$ cat config.mk
export PLATFORM = sky130hd
export DESIGN_NAME = chase_ctrl
export DESIGN_NICKNAME = d
export VERILOG_FILES = /design/src/rtl/chase_pkg.sv /design/src/rtl/chase_ctrl_tick_gen.sv /design/src/rtl/chase_ctrl.sv
export SDC_FILE = /design/constraint.sdc
export NUM_CORES = 1
export LEC_CHECK = 0
export ABC_AREA = 1
export BUFFER_PORTS_ARGS = -buffer_cell sky130_fd_sc_hd__buf_2
export CORE_ASPECT_RATIO = 0.6
export CORE_MARGIN = 2
export CORE_UTILIZATION = 40
export CTS_CLUSTER_SIZE = 40
export DETAILED_ROUTE_END_ITERATION = 12
export PLACE_DENSITY_LB_ADDON = 0.25
export SLEW_MARGIN = 10
export SYNTH_ARGS = -nofsm -noshare
export SYNTH_HDL_FRONTEND = slang
export SYNTH_SLANG_ARGS = --single-unit
$ cat constraint.sdc
create_clock -name clk -period 2.7 [get_ports clk]
set_input_delay 0.54 -clock clk [delete_from_list [all_inputs] [get_ports clk]]
set_output_delay 0.54 -clock clk [all_outputs]
set_load 0.005 [all_outputs]
$ cat src/rtl/chase_pkg.sv
// Shared types and constants for the LED chase run/pause/step controller.
package chase_pkg;

    typedef enum logic [1:0] {
        PAUSED = 2'd0,
        RUN    = 2'd1,
        STEP   = 2'd2
    } chase_state_t;

    localparam int unsigned SPEED_W = 3;
    localparam int unsigned PER_W   = 7;
    localparam int unsigned LAP_W   = 8;

    localparam logic [SPEED_W-1:0] SPEED_MAX   = 3'd7;
    localparam logic [SPEED_W-1:0] SPEED_MIN   = 3'd0;
    localparam logic [SPEED_W-1:0] SPEED_RESET = 3'd4;

    // Terminal period-counter value: 2^(7-speed) base ticks per advance, minus one.
    function automatic logic [PER_W-1:0] period_last(input logic [SPEED_W-1:0] spd);
        logic [PER_W:0] len;
        len = 8'd128 >> spd;
        return PER_W'(len - 8'd1);
    endfunction

endpackage

$ cat src/rtl/chase_ctrl_tick_gen.sv
// Prescaler: divides clk down to a one-cycle base tick while enabled.
module tick_gen #(
    parameter int unsigned DIV = 1_000_000
) (
    input  logic clk,
    input  logic reset_n,
    input  logic en,
    input  logic clr,
    output logic tick
);

    localparam int unsigned CNT_W = (DIV > 1) ? $clog2(DIV) : 1;
    localparam logic [CNT_W-1:0] LAST = CNT_W'(DIV - 1);

    logic [CNT_W-1:0] count;

    // Count freezes while disabled so a resumed run keeps its phase unless cleared.
    always_ff @(posedge clk or negedge reset_n) begin
        if (!reset_n) begin
            count <= '0;
        end else if (clr) begin
            count <= '0;
        end else if (en) begin
            if (count == LAST) begin
                count <= '0;
            end else begin
                count <= count + CNT_W'(1);
            end
        end
    end

    assign tick = en && (count == LAST);

endmodule

$ cat src/rtl/chase_ctrl.sv
// Run/pause/step and speed controller producing the shifter advance strobe and lap pulse.
module chase_ctrl
    import chase_pkg::*;
#(
    parameter int unsigned BASE_DIV = 1_000_000,
    parameter int unsigned LAP_LEN  = 30
) (
    input  logic               clk,
    input  logic               reset_n,
    input  logic               btn_run,
    input  logic               btn_step,
    input  logic               btn_faster,
    input  logic               btn_slower,
    output logic               adv,
    output logic               hold,
    output logic               running,
    output logic [SPEED_W-1:0] speed,
    output logic               lap
);

    localparam logic [LAP_W-1:0] LAP_LAST = LAP_W'(LAP_LEN - 1);

    chase_state_t     state;
    logic [PER_W-1:0] per_cnt;
    logic [LAP_W-1:0] lap_cnt;

    logic base_tick;
    logic in_run;
    logic run_start;
    logic speed_up;
    logic speed_dn;
    logic speed_chg;
    logic per_term;
    logic adv_next;
    logic lap_next;

    tick_gen #(
        .DIV (BASE_DIV)
    ) u_tick_gen (
        .clk     (clk),
        .reset_n (reset_n),
        .en      (in_run),
        .clr     (run_start),
        .tick    (base_tick)
    );

    // Decode of this cycle's events; a pause on the terminal tick swallows the advance.
    always_comb begin
        in_run    = 1'b0;
        run_start = 1'b0;
        speed_up  = 1'b0;
        speed_dn  = 1'b0;
        speed_chg = 1'b0;
        per_term  = 1'b0;
        adv_next  = 1'b0;
        lap_next  = 1'b0;

        in_run    = (state == RUN);
        run_start = (state == PAUSED) && btn_run;
        speed_up  = btn_faster && !btn_slower && (speed != SPEED_MAX);
        speed_dn  = btn_slower && !btn_faster && (speed != SPEED_MIN);
        speed_chg = speed_up || speed_dn;
        per_term  = in_run && base_tick && (per_cnt == period_last(speed));
        adv_next  = (state == STEP) || (per_term && !btn_run);
        lap_next  = adv_next && (lap_cnt == LAP_LAST);
    end

    // Run/pause/step state machine; run beats step when both arrive while paused.
    always_ff @(posedge clk or negedge reset_n) begin
        if (!reset_n) begin
            state   <= PAUSED;
            running <= 1'b0;
        end else begin
            case (state)
                PAUSED: begin
                    if (btn_run) begin
                        state   <= RUN;
                        running <= 1'b1;
                    end else if (btn_step) begin
                        state   <= STEP;
                        running <= 1'b0;
                    end
                end
                RUN: begin
                    if (btn_run) begin
                        state   <= PAUSED;
                        running <= 1'b0;
                    end
                end
                STEP: begin
                    state   <= PAUSED;
                    running <= 1'b0;
                end
                default: begin
                    state   <= PAUSED;
                    running <= 1'b0;
                end
            endcase
        end
    end

    always_ff @(posedge clk or negedge reset_n) begin
        if (!reset_n) begin
            speed <= SPEED_RESET;
        end else if (speed_up) begin
            speed <= speed + SPEED_W'(1);
        end else if (speed_dn) begin
            speed <= speed - SPEED_W'(1);
        end
    end

    // Period counter restarts on run entry or any speed change so the new rate takes effect cleanly.
    always_ff @(posedge clk or negedge reset_n) begin
        if (!reset_n) begin
            per_cnt <= '0;
        end else if (run_start || speed_chg) begin
            per_cnt <= '0;
        end else if (in_run && base_tick) begin
            if (per_term) begin
                per_cnt <= '0;
            end else begin
                per_cnt <= per_cnt + PER_W'(1);
            end
        end
    end

    always_ff @(posedge clk or negedge reset_n) begin
        if (!reset_n) begin
            lap_cnt <= '0;
        end else if (adv_next) begin
            if (lap_next) begin
                lap_cnt <= '0;
            end else begin
                lap_cnt <= lap_cnt + LAP_W'(1);
            end
        end
    end

    always_ff @(posedge clk or negedge reset_n) begin
        if (!reset_n) begin
            adv  <= 1'b0;
            hold <= 1'b1;
            lap  <= 1'b0;
        end else begin
            adv  <= adv_next;
            hold <= !adv_next;
            lap  <= lap_next;
        end
    end

endmodule
* After elaboration in Yosys (flattened, before gate mapping)
Index checks and enable logic that the tools add are counted.
Cells by class: shift operators 1, muxes and demuxes 17, equal/unequal tests 8, reduce and logical (&&, ||, !) cells 23, $add $sub $neg 6
Operator list (count):
- 2-to-1 mux 20 bit | 3
- 2-to-1 mux 7 bit | 3
- adder 20 x 1 -> 20 bit (second input constant) | 1
- == test 20 bit (second input constant) | 1
- logical AND 1 bit | 10
- adder 8 x 1 -> 8 bit (second input constant) | 1
- == test 8 x 5 -> 1 bit (second input constant) | 1
- 2-to-1 mux 8 bit | 1
- right shift 8 x 3 -> 7 bit (first input constant) | 1
- adder 7 x 1 -> 7 bit (second input constant) | 1
- == test 7 bit | 1
- subtractor 7 x 1 -> 7 bit (second input constant) | 1
- 2-to-1 mux 2 bit | 3
- 2-to-1 mux 3 bit | 2
- inequality test 3 bit (second input constant) | 2
- nonzero test 2 bit | 3
- zero test 1 bit | 4
- case mux 2 bit (2 select lines) | 1
- adder 3 x 1 -> 3 bit (second input constant) | 1
- logical OR 1 bit | 3
- 2-to-1 mux 1 bit | 3
- nonzero test 3 bit | 1
- subtractor 3 x 1 -> 3 bit (second input constant) | 1
- == test 2 x 1 -> 1 bit (second input constant) | 1
- other kinds (5) | 5
Word-level totals: output and inout port bits 7, register bits 44, input port bits 6

* Longest topological paths before layout
Gate-level depths: netlist of the first run.
depth after elaboration 8, depth in mapped cells 17, mapped depth without buffers 15

* Modules after synthesis
A second synthesis of the first run with hierarchy kept.
Unflattened totals: cells, all modules 393, area total of the unflattened synthesis 2839.0 um^2
Modules (own cells, without submodules):
- chase_ctrl | area each 1535.2 um^2, instances 1, cells an instance 201, seq. area each 578.1 um^2
- tick_gen | area each 1303.8 um^2, instances 1, cells an instance 192, seq. area each 500.5 um^2

* Worst setup path before layout of the first run
No wires, ideal clock.
kind flip-flop to flip-flop, from register speed[2], to register lap_cnt[0], path buffers 2, arrival time 1.991 ns, required time 2.587 ns, stages on the path, launching flop included 17, period minus slack after synthesis 2.104 ns, slack 0.596 ns, cells stage by stage dfstp_2 > buf_6 > nand3_2 > ha_1 > nand2_1 > nand2_1 > inv_1 > nand2_1 > nor2_1 > nand3_1 > nor2_2 > nand3_4 > nand2_4 > buf_6 > nand2_1 > nand2_1 > inv_1
On the way: cells in the longest elaborated chain, start to end 8
RTL lines:
- start, declared | RTL line chase_ctrl.sv:17 | output logic [SPEED_W-1:0] speed,
- start signal, assigned | RTL line chase_ctrl.sv:106 | speed <= speed + SPEED_W'(1);
- start signal, assigned | RTL line chase_ctrl.sv:108 | speed <= speed - SPEED_W'(1);
- right shift 8 x 3 -> 7 bit (*) | RTL line chase_pkg.sv:21 | len = 8'd128 >> spd;
- subtractor 7 x 1 -> 7 bit (*) | RTL line chase_pkg.sv:22 | return PER_W'(len - 8'd1);
- == test 7 bit (*) | RTL line chase_ctrl.sv:63 | per_term = in_run && base_tick && (per_cnt == period_last(speed));
- logical AND 1 bit (*) | RTL line chase_ctrl.sv:63
- logical AND 1 bit (*) | RTL line chase_ctrl.sv:64 | adv_next = (state == STEP) || (per_term && !btn_run);
- logical OR 1 bit (*) | RTL line chase_ctrl.sv:64
- via adv_next | RTL line chase_ctrl.sv:34 | logic adv_next;
- logical AND 1 bit | RTL line chase_ctrl.sv:65 | lap_next = adv_next && (lap_cnt == LAP_LAST);
- 2-to-1 mux 8 bit | RTL line chase_ctrl.sv:131 | if (lap_next) begin
- end signal, assigned | RTL line chase_ctrl.sv:134 | lap_cnt <= lap_cnt + LAP_W'(1);
- end, declared | RTL line chase_ctrl.sv:25 | logic [LAP_W-1:0] lap_cnt;
Mark *: on every way through the listed nets, which the timed path passes. The rest lies on a longest branch. A chain may end at the register's enable or synchronous reset.

* Worst setup path in the final report of the first run
from register speed[2], to register lap_cnt[0]
On the way: cells in the longest elaborated chain, start to end 8
RTL lines (RTL line):
- right shift 8 x 3 -> 7 bit (*) | chase_pkg.sv:21
- subtractor 7 x 1 -> 7 bit (*) | chase_pkg.sv:22
- == test 7 bit (*) | chase_ctrl.sv:63
- logical AND 1 bit (*) | chase_ctrl.sv:63
- logical AND 1 bit (*) | chase_ctrl.sv:64
- logical OR 1 bit (*) | chase_ctrl.sv:64
- logical AND 1 bit | chase_ctrl.sv:65
- 2-to-1 mux 8 bit | chase_ctrl.sv:131
Every way passes the cells marked *; elsewhere a longest branch is shown, timed or not.

==> run summary, run 1 <==
Post-synth top area share: 36.6%
Ys async rst share: 100%
Hold slack: 0.156 ns
Status: finished clean
Synth Area in Adders: 2.95%
Critical path's top delay family: simple AND/OR/NAND/NOR gates
Total Routed Length: 6230 microns
H-tree depth: 2
Worst Setup End Kind: flop
Top cells by area, synth: dfrtp_1 37%, nand2_1 12%, nand3_1 7.0%, inv_1 6.0%, nor2_1 4.2%
Total gr overflow: 0
Required time of the critical path: 2.89 ns
Synth Net Count: 386
Most crowded layer after global routing: met1
VDD IR max: 0.378 mV
TritonCTS clock tree: yes
Setup Fix Bufs, Post-CTS: 0
Post-synth EDFFs: 0
Dpl cells: 469
Mux contribution to synthesized area: 0.357%
Longest Clk Path Bufs: 2
1st-iter DRT viols: 284
Pwr dens: 727 nW/um^2
CP Data Arrival Time: 2.53 ns
Clock latency on the worst-skew pair: 0.29 ns
Main combinational cell family by area after synthesis: simple AND/OR/NAND/NOR gates
Core area: 6730 sq um
Layout cells sized above 1: 13.3%
Register cell area after layout: 1080 sq um
Met1 Resource Use GR: 29.4%
Die height: 68.8 microns
Cell Count, Final, Fillers Out: 477
Row Count: 23
Final Setup Violations: 0
Post-route clock period utilization: 87.0%
#FFs+latches synth: 43
Antenna Nets Post-Route: 0
Worst hold path class: primary input to async pin
Crit path top cell by count: nand2_1
Reg clk slew, reported paths: 0.06 ns
GRT Total Usage: 17.8%
Worst-path fanout max: 11
Cts repair resizes: 0
Synth Area in XOR/XNOR: 5.27%
Die area: 7710 sq um
Synth area leader: dfrtp_1
Antenna Cells: 0
Antenna violations before repair: 0
Setup TNS Final: 0 ns
Routed len/inst: 13.1 microns
Slew HR: 69.3%
Period minus WS final: 2.35 ns
RSZ-0062 raised after global routing: no
TritonCTS Buffers: 5
Vias: 2419
CTS Hold Bufs: 0
Nets: 401
Clock root buffer: clkbuf_16
Synthesis warning total: 0
Final Max Tran Viols: 0
Area of the multi-input gates: 1450 sq um
Largest net degree at the start of global routing: 30
Post-Syn Instances: 374
CP startpoint kind: flop
Worst path slowest cell: dfstp_2
Synth cell count leaders: 93 x nand2_1, 45 x inv_1, 41 x dfrtp_1
Top-count cell post-synth: nand2_1
Port Buf Inserts: 12
Fillers: 699
CTS sink count: 43
Lkg Pwr: 1.49 nW
Remaining DRCs: 0
Unique masters post-synth: 38
Met3 Use GR: 4.11%
Critical path class: flop to flop
Hold Fails Final Rpt: 0
Highest clock rate: 0.426 GHz
Syn Std Cell Area: 2800 sq um
Initial core utilization: 41.6%
Die width: 112 microns
Io pins: 13
Met2 Resource Use GR: 22.2%
Crit path buf inv count: 2
Detail-routed via count per cell: 5.07
Synth Area per Inst: 7.49 sq um
Max Cap Viol: 0
First-pass GRT wire length: 10700 microns
Crit-path cells: nand3_2 > ha_1 > inv_1 > nand2_1 > nand2_1 > nand2_1 > nand2_1 > nand3_1 > nor2_2 > nand3_4 > nand2_4 > nand2_1 > nand2_1 > inv_1
Compound-cell area share of the yosys netlist: 8.22%
Final Skew: 0.00586 ns
Vias in the first global route: 2107
Drt first pass iters: 4
Routability congestion estimate: 0.886
Slew @ Worst Pin: 0.460 ns
Crit-path max cell delay: 0.67 ns
Post-Synth Simple-Gate Area: 35.0%
Top_reg_cell synth: dfrtp_1
Seq/Total Area, Yosys: 38.5%
Dpl hpwl: 4750 microns
Layout area overhead: 10.2%
-- registers in the layout, indices dropped and copies added, names as in the netlist --
signal	cells
lap_cnt	8
hold	1
u_tick_gen.count	20
adv	1
per_cnt	7
lap	1
state	1
speed	3
running	1
-- final cells by class --
class / instances / area share [%]
timing repair buffer: 14 / 2.43
inverter: 57 / 7.09
clock buffer: 8 / 5.06
tap: 87 / 3.53
sequential: 43 / 34.9
multi-input combinational: 268 / 47.0
-- through the flow --
step	cell area, sq um	total power [mW]	util [%]	worst slack [ns]
floorplan	2800	1.45	-	0.596
global placement	2930	1.61	43.5	0.460
detailed placement	2930	1.61	43.5	0.380
CTS	3090	2.26	45.9	0.372
global route	3090	2.42	45.9	0.121
finish	3090	2.24	45.9	0.351
-- layer usage --
| metal | wire (microns) | share of wire (%) | vias to the layer above |
|---|---|---|---|
| li1 | - | - | 1241 |
| met1 | 3600 | 58 | 1093 |
| met2 | 2140 | 34 | 80 |
| met3 | 436 | 7.0 | 5 |
| met4 | 53 | 0.85 | 0 |
| met5 | 0 | 0 | - |
-- worst paths after layout --
check                      cells after the start           startpoint                  end  slack [ns]
max                                           14             speed[2]           lap_cnt[0]        0.35
min                                            1              reset_n             speed[1]        0.16
max reg2reg                                   14             speed[2]           lap_cnt[0]        0.35
min reg2reg                                    1  u_tick_gen.count[1]  u_tick_gen.count[1]        0.53
max in group asynchronous                      2              reset_n             speed[2]        1.80
min in group clk                               3             btn_step             state[1]        0.47
-- cells in the final DEF (no fill, tap or decap), types with 3 or more instances in the layout --
cell type / Yosys / final
nor3_1: 9 / 9
o21ai_0: 23 / 23
o22ai_1: 6 / 6
nor2_4: 3 / 3
ha_1: 5 / 5
inv_2: 9 / 9
clkbuf_16: 0 / 5
nand3_4: 3 / 3
nand4_1: 12 / 12
nor2_2: 4 / 4
nand3_1: 39 / 39
inv_1: 45 / 45
xor2_1: 13 / 13
o21ai_1: 6 / 6
dfrtp_1: 41 / 41
nand2_1: 93 / 93
buf_2: 1 / 12
nor2_1: 31 / 31
a21oi_1: 3 / 3
-- kinds of logic (layout without fill, tap and decap cells) --
family / after synthesis / after routing
simple gates: 203 / 203
mux: 1 / 1
xor+xnor: 16 / 16
fa+ha+maj: 6 / 6
compound gates: 42 / 42
flops: 43 / 43
buf+inv: 63 / 79
-- power by group --
group / switching [mW] / total, mW / internal [mW]
combinational: 0.447 / 0.714 / 0.267
sequential: 0.149 / 0.889 / 0.740
clock: 0.247 / 0.641 / 0.394
Note: power is estimated with default switching activity, not from simulation.
==> inputs of run 2 (changes only) <==
--- a/config.mk
+++ b/config.mk
@@ -10,6 +10,7 @@
 export CORE_ASPECT_RATIO = 0.6
 export CORE_MARGIN = 2
 export CORE_UTILIZATION = 40
+export CTS_BUF_LIST = sky130_fd_sc_hd__clkbuf_16
 export CTS_CLUSTER_SIZE = 40
 export DETAILED_ROUTE_END_ITERATION = 12
 export PLACE_DENSITY_LB_ADDON = 0.25
==> run 2 against run 1 <==
Compared with the run above:
- non-clock buffer count stayed put
- sequential share of layout area is 0.23 points higher
- clock skew is 0.0023 ns lower
- worst setup slack worse by 0.0084 ns
- largest cell class unchanged
- flip-flop and latch count stayed put
- via count is 0.37% higher
- core utilization is 0.30 points lower
- critical path depth stayed put
- die area stayed put
==> run summary, run 2 (synthesis gave the netlist of run 1 again) <==
Critical path's top delay family: simple AND/OR/NAND/NOR gates
CP Capture Point: lap_cnt[0]
Largest net degree at the start of global routing: 30
Setup Slack @ Placement: 0.380 ns
Highest clock rate: 0.424 GHz
Placed cell area: 2930 sq um
Worst path slowest cell: dfstp_2
Setup Fix Bufs, Post-CTS: 0
Status: finished clean
Setup TNS Final: 0 ns
Antenna Cells: 0
Critical path class: flop to flop
Slew @ Worst Pin: 0.445 ns
Die height: 68.8 microns
1st-iter DRT viols: 284
Antenna violations before repair: 0
CP Data Arrival Time: 2.54 ns
Layout cells sized above 1: 12.8%
RSZ-0062 raised after global routing: no
CTS Hold Bufs: 0
Total Routed Length: 6240 microns
Remaining DRCs: 0
Die width: 112 microns
Reg2reg end: lap_cnt[0]
Die area: 7710 sq um
GRT Total Usage: 17.8%
Slew HR: 70.3%
Design area: 3070 sq um
Crit path top cell by count: nand2_1
Cts repair resizes: 0
Clock root buffer: clkbuf_16
Worst hold path class: primary input to async pin
Worst Reg-to-Reg Cells: 14
Crit path buf inv count: 2
Commonest non-fill, non-tap cell in the layout: nand2_1
Worst r2r src: speed[2]
Top Registers: u_tick_gen.count x20, lap_cnt x8, per_cnt x7
Final Skew: 0.00354 ns
Crit-path cells: nand3_2 > ha_1 > inv_1 > nand2_1 > nand2_1 > nand2_1 > nand2_1 > nand3_1 > nor2_2 > nand3_4 > nand2_4 > nand2_1 > nand2_1 > inv_1
TritonCTS Buffers: 5
Met2 routed WL: 2150 microns
H-tree depth: 2
Initial core utilization: 41.6%
Routed len/inst: 13.1 microns
DR WL met3: 431 microns
Io pins: 13
CTS sink count: 43
Nets: 401
Largest register by flop count: u_tick_gen.count
Antenna Nets Post-Route: 0
Max Cap Viol: 0
Critical path depth: 14
Longest Clk Path Bufs: 2
TritonCTS clock tree: yes
Worst Setup SP: speed[2]
Worst Setup End Kind: flop
Layout area overhead: 9.51%
Detail-routed via count per cell: 5.09
Fillers: 701
Most frequent cells in the layout: 93 x nand2_1, 46 x inv_1, 41 x dfrtp_1
Crit-path max cell delay: 0.67 ns
Clock latency on the worst-skew pair: 0.28 ns
Max FFs per register: 20
Reg clk slew, reported paths: 0.06 ns
Pwr dens: 710 nW/um^2
Row Count: 23
First-pass GRT wire length: 10700 microns
Met1 WL: 3600 microns
Vias in the first global route: 2122
Routability congestion estimate: 0.886
Worst-path fanout max: 11
Vias: 2428
Final Max Tran Viols: 0
Max Used Layer: met4
FF-to-FF setup slack: 0.34 ns
CP startpoint kind: flop
Total gr overflow: 0
Required time of the critical path: 2.88 ns
Final Setup Violations: 0
Hold Fails Final Rpt: 0
Drt first pass iters: 5
Lkg Pwr: 1.48 nW
Core area: 6730 sq um
Period minus WS final: 2.36 ns
Worst path setup slack after routing: 0.342 ns
Post-route clock period utilization: 87.3%
Dpl hpwl: 4750 microns
VDD IR max: 0.379 mV
Port Buf Inserts: 12
-- run 2: cell types whose count changed in the layout (fill, tap and decap cells not counted) --
cell	change
clkbuf_1	-1
clkbuf_8	-2
clkinv_1	+2
inv_1	+1
-- run 2: final cells by class --
class	count	area (sq um)	share of cell area [%]
clock buffer	5	125	4.08
clock inverter	3	11.3	0.367
inverter	57	219	7.14
multi-input combinational	268	1450	47.3
sequential	43	1080	35.2
tap	87	109	3.55
timing repair buffer	14	75.1	2.45
-- run 2: metrics by stage --
step                      cells  utilization [%]  hold WS (ns)  power (mW)
final                       477             45.6         0.158        2.18
after global routing        477             45.6         0.182        2.36
after CTS                   477             45.6         0.170        2.20
after detailed placement    469             43.5         0.478        1.61
after global placement      469             43.5         0.477        1.61
after floorplan             374                -         0.244        1.45
-- run 2: layer usage --
metal / GRT usage [%] / up-vias
li1: - / 1239
met5: 0 / -
met1: 29.4 / 1105
met4: 4.42 / 0
met3: 4.02 / 5
met2: 22.3 / 79
-- run 2: power breakdown --
part	switching, mW	internal (mW)
sequential	0.149	0.740
clock	0.241	0.333
combinational	0.449	0.267
-- run 2: worst min-delay path by stage --
stage                       start          to  cells after the start
final                     reset_n         lap                      1
after CTS                 reset_n         lap                      1
after global placement    reset_n         lap                      1
after global routing      reset_n  lap_cnt[7]                      1
after floorplan           reset_n         adv                      0
after detailed placement  reset_n         lap                      1
==> inputs of run 3 (changes only) <==
--- a/config.mk
+++ b/config.mk
@@ -7,7 +7,7 @@
 export LEC_CHECK = 0
 export ABC_AREA = 1
 export BUFFER_PORTS_ARGS = -buffer_cell sky130_fd_sc_hd__buf_2
-export CORE_ASPECT_RATIO = 0.6
+export CORE_ASPECT_RATIO = 1.5
 export CORE_MARGIN = 2
 export CORE_UTILIZATION = 40
 export CTS_BUF_LIST = sky130_fd_sc_hd__clkbuf_16
==> run 3 against run 2 <==
Compared with the run above:
- first-iteration DRC count shrank 64%
- combinational power shrank 5.3%
- count of clock-buffer cells in the layout is the same
- critical path depth shrank 3
- highest routed layer unchanged
==> run summary, run 3 (synthesis gave the netlist of run 1 again) <==
Status: finished clean
Final core utilization: 45.0%
Largest net degree at the start of global routing: 44
Detail-routed via count per cell: 5.23
Slew @ Worst Pin: 0.433 ns
Final Skew: 0.00370 ns
Layout area overhead: 9.29%
Highest clock rate: 0.443 GHz
VDD IR max: 0.396 mV
Design area: 3060 sq um
Clock root buffer: clkbuf_16
Most frequent cells in the layout: 93 x nand2_1, 46 x inv_1, 41 x dfrtp_1
Vias: 2443
Initial core utilization: 41.2%
Longest Clk Path Bufs: 2
Worst hold path class: primary input to async pin
CTS sink count: 43
Layout cells sized above 1: 12.6%
Core area: 6810 sq um
Post-route clock period utilization: 83.5%
Max FFs per register: 20
Placed cell area: 2930 sq um
Crit-path cells: nand3_2 > ha_1 > inv_1 > o21ai_1 > nand3_1 > xor2_2 > nand3_4 > nand2_4 > nand2_1 > nand2_1 > inv_1
Crit path buf inv count: 2
Slew HR: 71.1%
Antenna violations before repair: 0
Critical path class: flop to flop
Clock latency on the worst-skew pair: 0.28 ns
Register cell area after layout: 1080 sq um
Setup TNS Final: 0 ns
Die height: 106 microns
Antenna Cells: 0
TritonCTS clock tree: yes
Drt first pass iters: 4
Fillers: 688
Critical path's top delay family: simple AND/OR/NAND/NOR gates
Nets: 400
Vias in the first global route: 2340
Crit-path max cell delay: 0.66 ns
First-pass GRT wire length: 10500 microns
Reg clk slew, reported paths: 0.06 ns
Top Registers: u_tick_gen.count x20, lap_cnt x8, per_cnt x7
TritonCTS Buffers: 5
Final Max Tran Viols: 0
Io pins: 13
CP Data Arrival Time: 2.43 ns
Cts repair resizes: 0
Row Count: 37
Setup Fix Bufs, Post-CTS: 0
Required time of the critical path: 2.88 ns
Commonest non-fill, non-tap cell in the layout: nand2_1
Total Routed Length: 6040 microns
Worst path setup slack after routing: 0.444 ns
GRT Total Usage: 17.3%
Die area: 7700 sq um
Routed len/inst: 12.9 microns
CP startpoint kind: flop
Port Buf Inserts: 12
Dpl hpwl: 4550 microns
1st-iter DRT viols: 101
Dpl cells: 459
Hold Fails Final Rpt: 0
Area of the multi-input gates: 1450 sq um
Worst-path fanout max: 11
Largest register by flop count: u_tick_gen.count
Total gr overflow: 0
Lkg Pwr: 1.48 nW
Final Setup Violations: 0
Worst Setup End Kind: flop
Die width: 72.3 microns
Antenna Nets Post-Route: 0
Routability congestion estimate: 0.857
Worst path slowest cell: dfstp_2
Max Cap Viol: 0
Setup Slack @ Placement: 0.449 ns
CTS Hold Bufs: 0
RSZ-0062 raised after global routing: no
H-tree depth: 2
Pwr dens: 700 nW/um^2
Period minus WS final: 2.26 ns
Remaining DRCs: 0
Cell Count, Final, Fillers Out: 467
[run 3: path summary, 6_finish.rpt]
check	depth (start not counted)	slack, ns	start	end
min	2	0.22	reset_n	u_tick_gen.count[9]
max	11	0.44	speed[2]	lap_cnt[0]
min reg2reg	1	0.52	u_tick_gen.count[1]	u_tick_gen.count[1]
max reg2reg	11	0.44	speed[2]	lap_cnt[0]
max in group asynchronous	2	2.20	reset_n	hold
min in group clk	3	0.48	btn_step	state[1]
[run 3: cell type report]
cell class                 count  share of cell area, %
sequential                    43                   35.2
inverter                      57                   7.15
clock inverter                 3                  0.368
clock buffer                   5                   4.09
timing repair buffer          13                   2.62
tap                           78                   3.19
multi-input combinational    268                   47.4
[run 3: through the flow]
stage          hold slack, ns  total power, mW
2_1_floorplan           0.244             1.45
3_3_place_gp            0.504             1.58
3_5_place_dp            0.513             1.59
4_1_cts                 0.237             2.18
5_1_grt                 0.251             2.33
6_report                0.224             2.14
[run 3: routing by layer]
layer	global-route usage (%)	vias to the layer above	wire length (microns)
met5	0	-	0
met3	2.65	19	185
met2	29.1	51	3100
li1	-	1234	-
met4	9.97	0	242
met1	20.5	1139	2520
[run 3: power breakdown]
part	switching (mW)	leakage, nW	internal (mW)
clock	0.235	0.0701	0.333
sequential	0.159	0.576	0.740
combinational	0.419	0.838	0.258
total	0.814	1.48	1.33
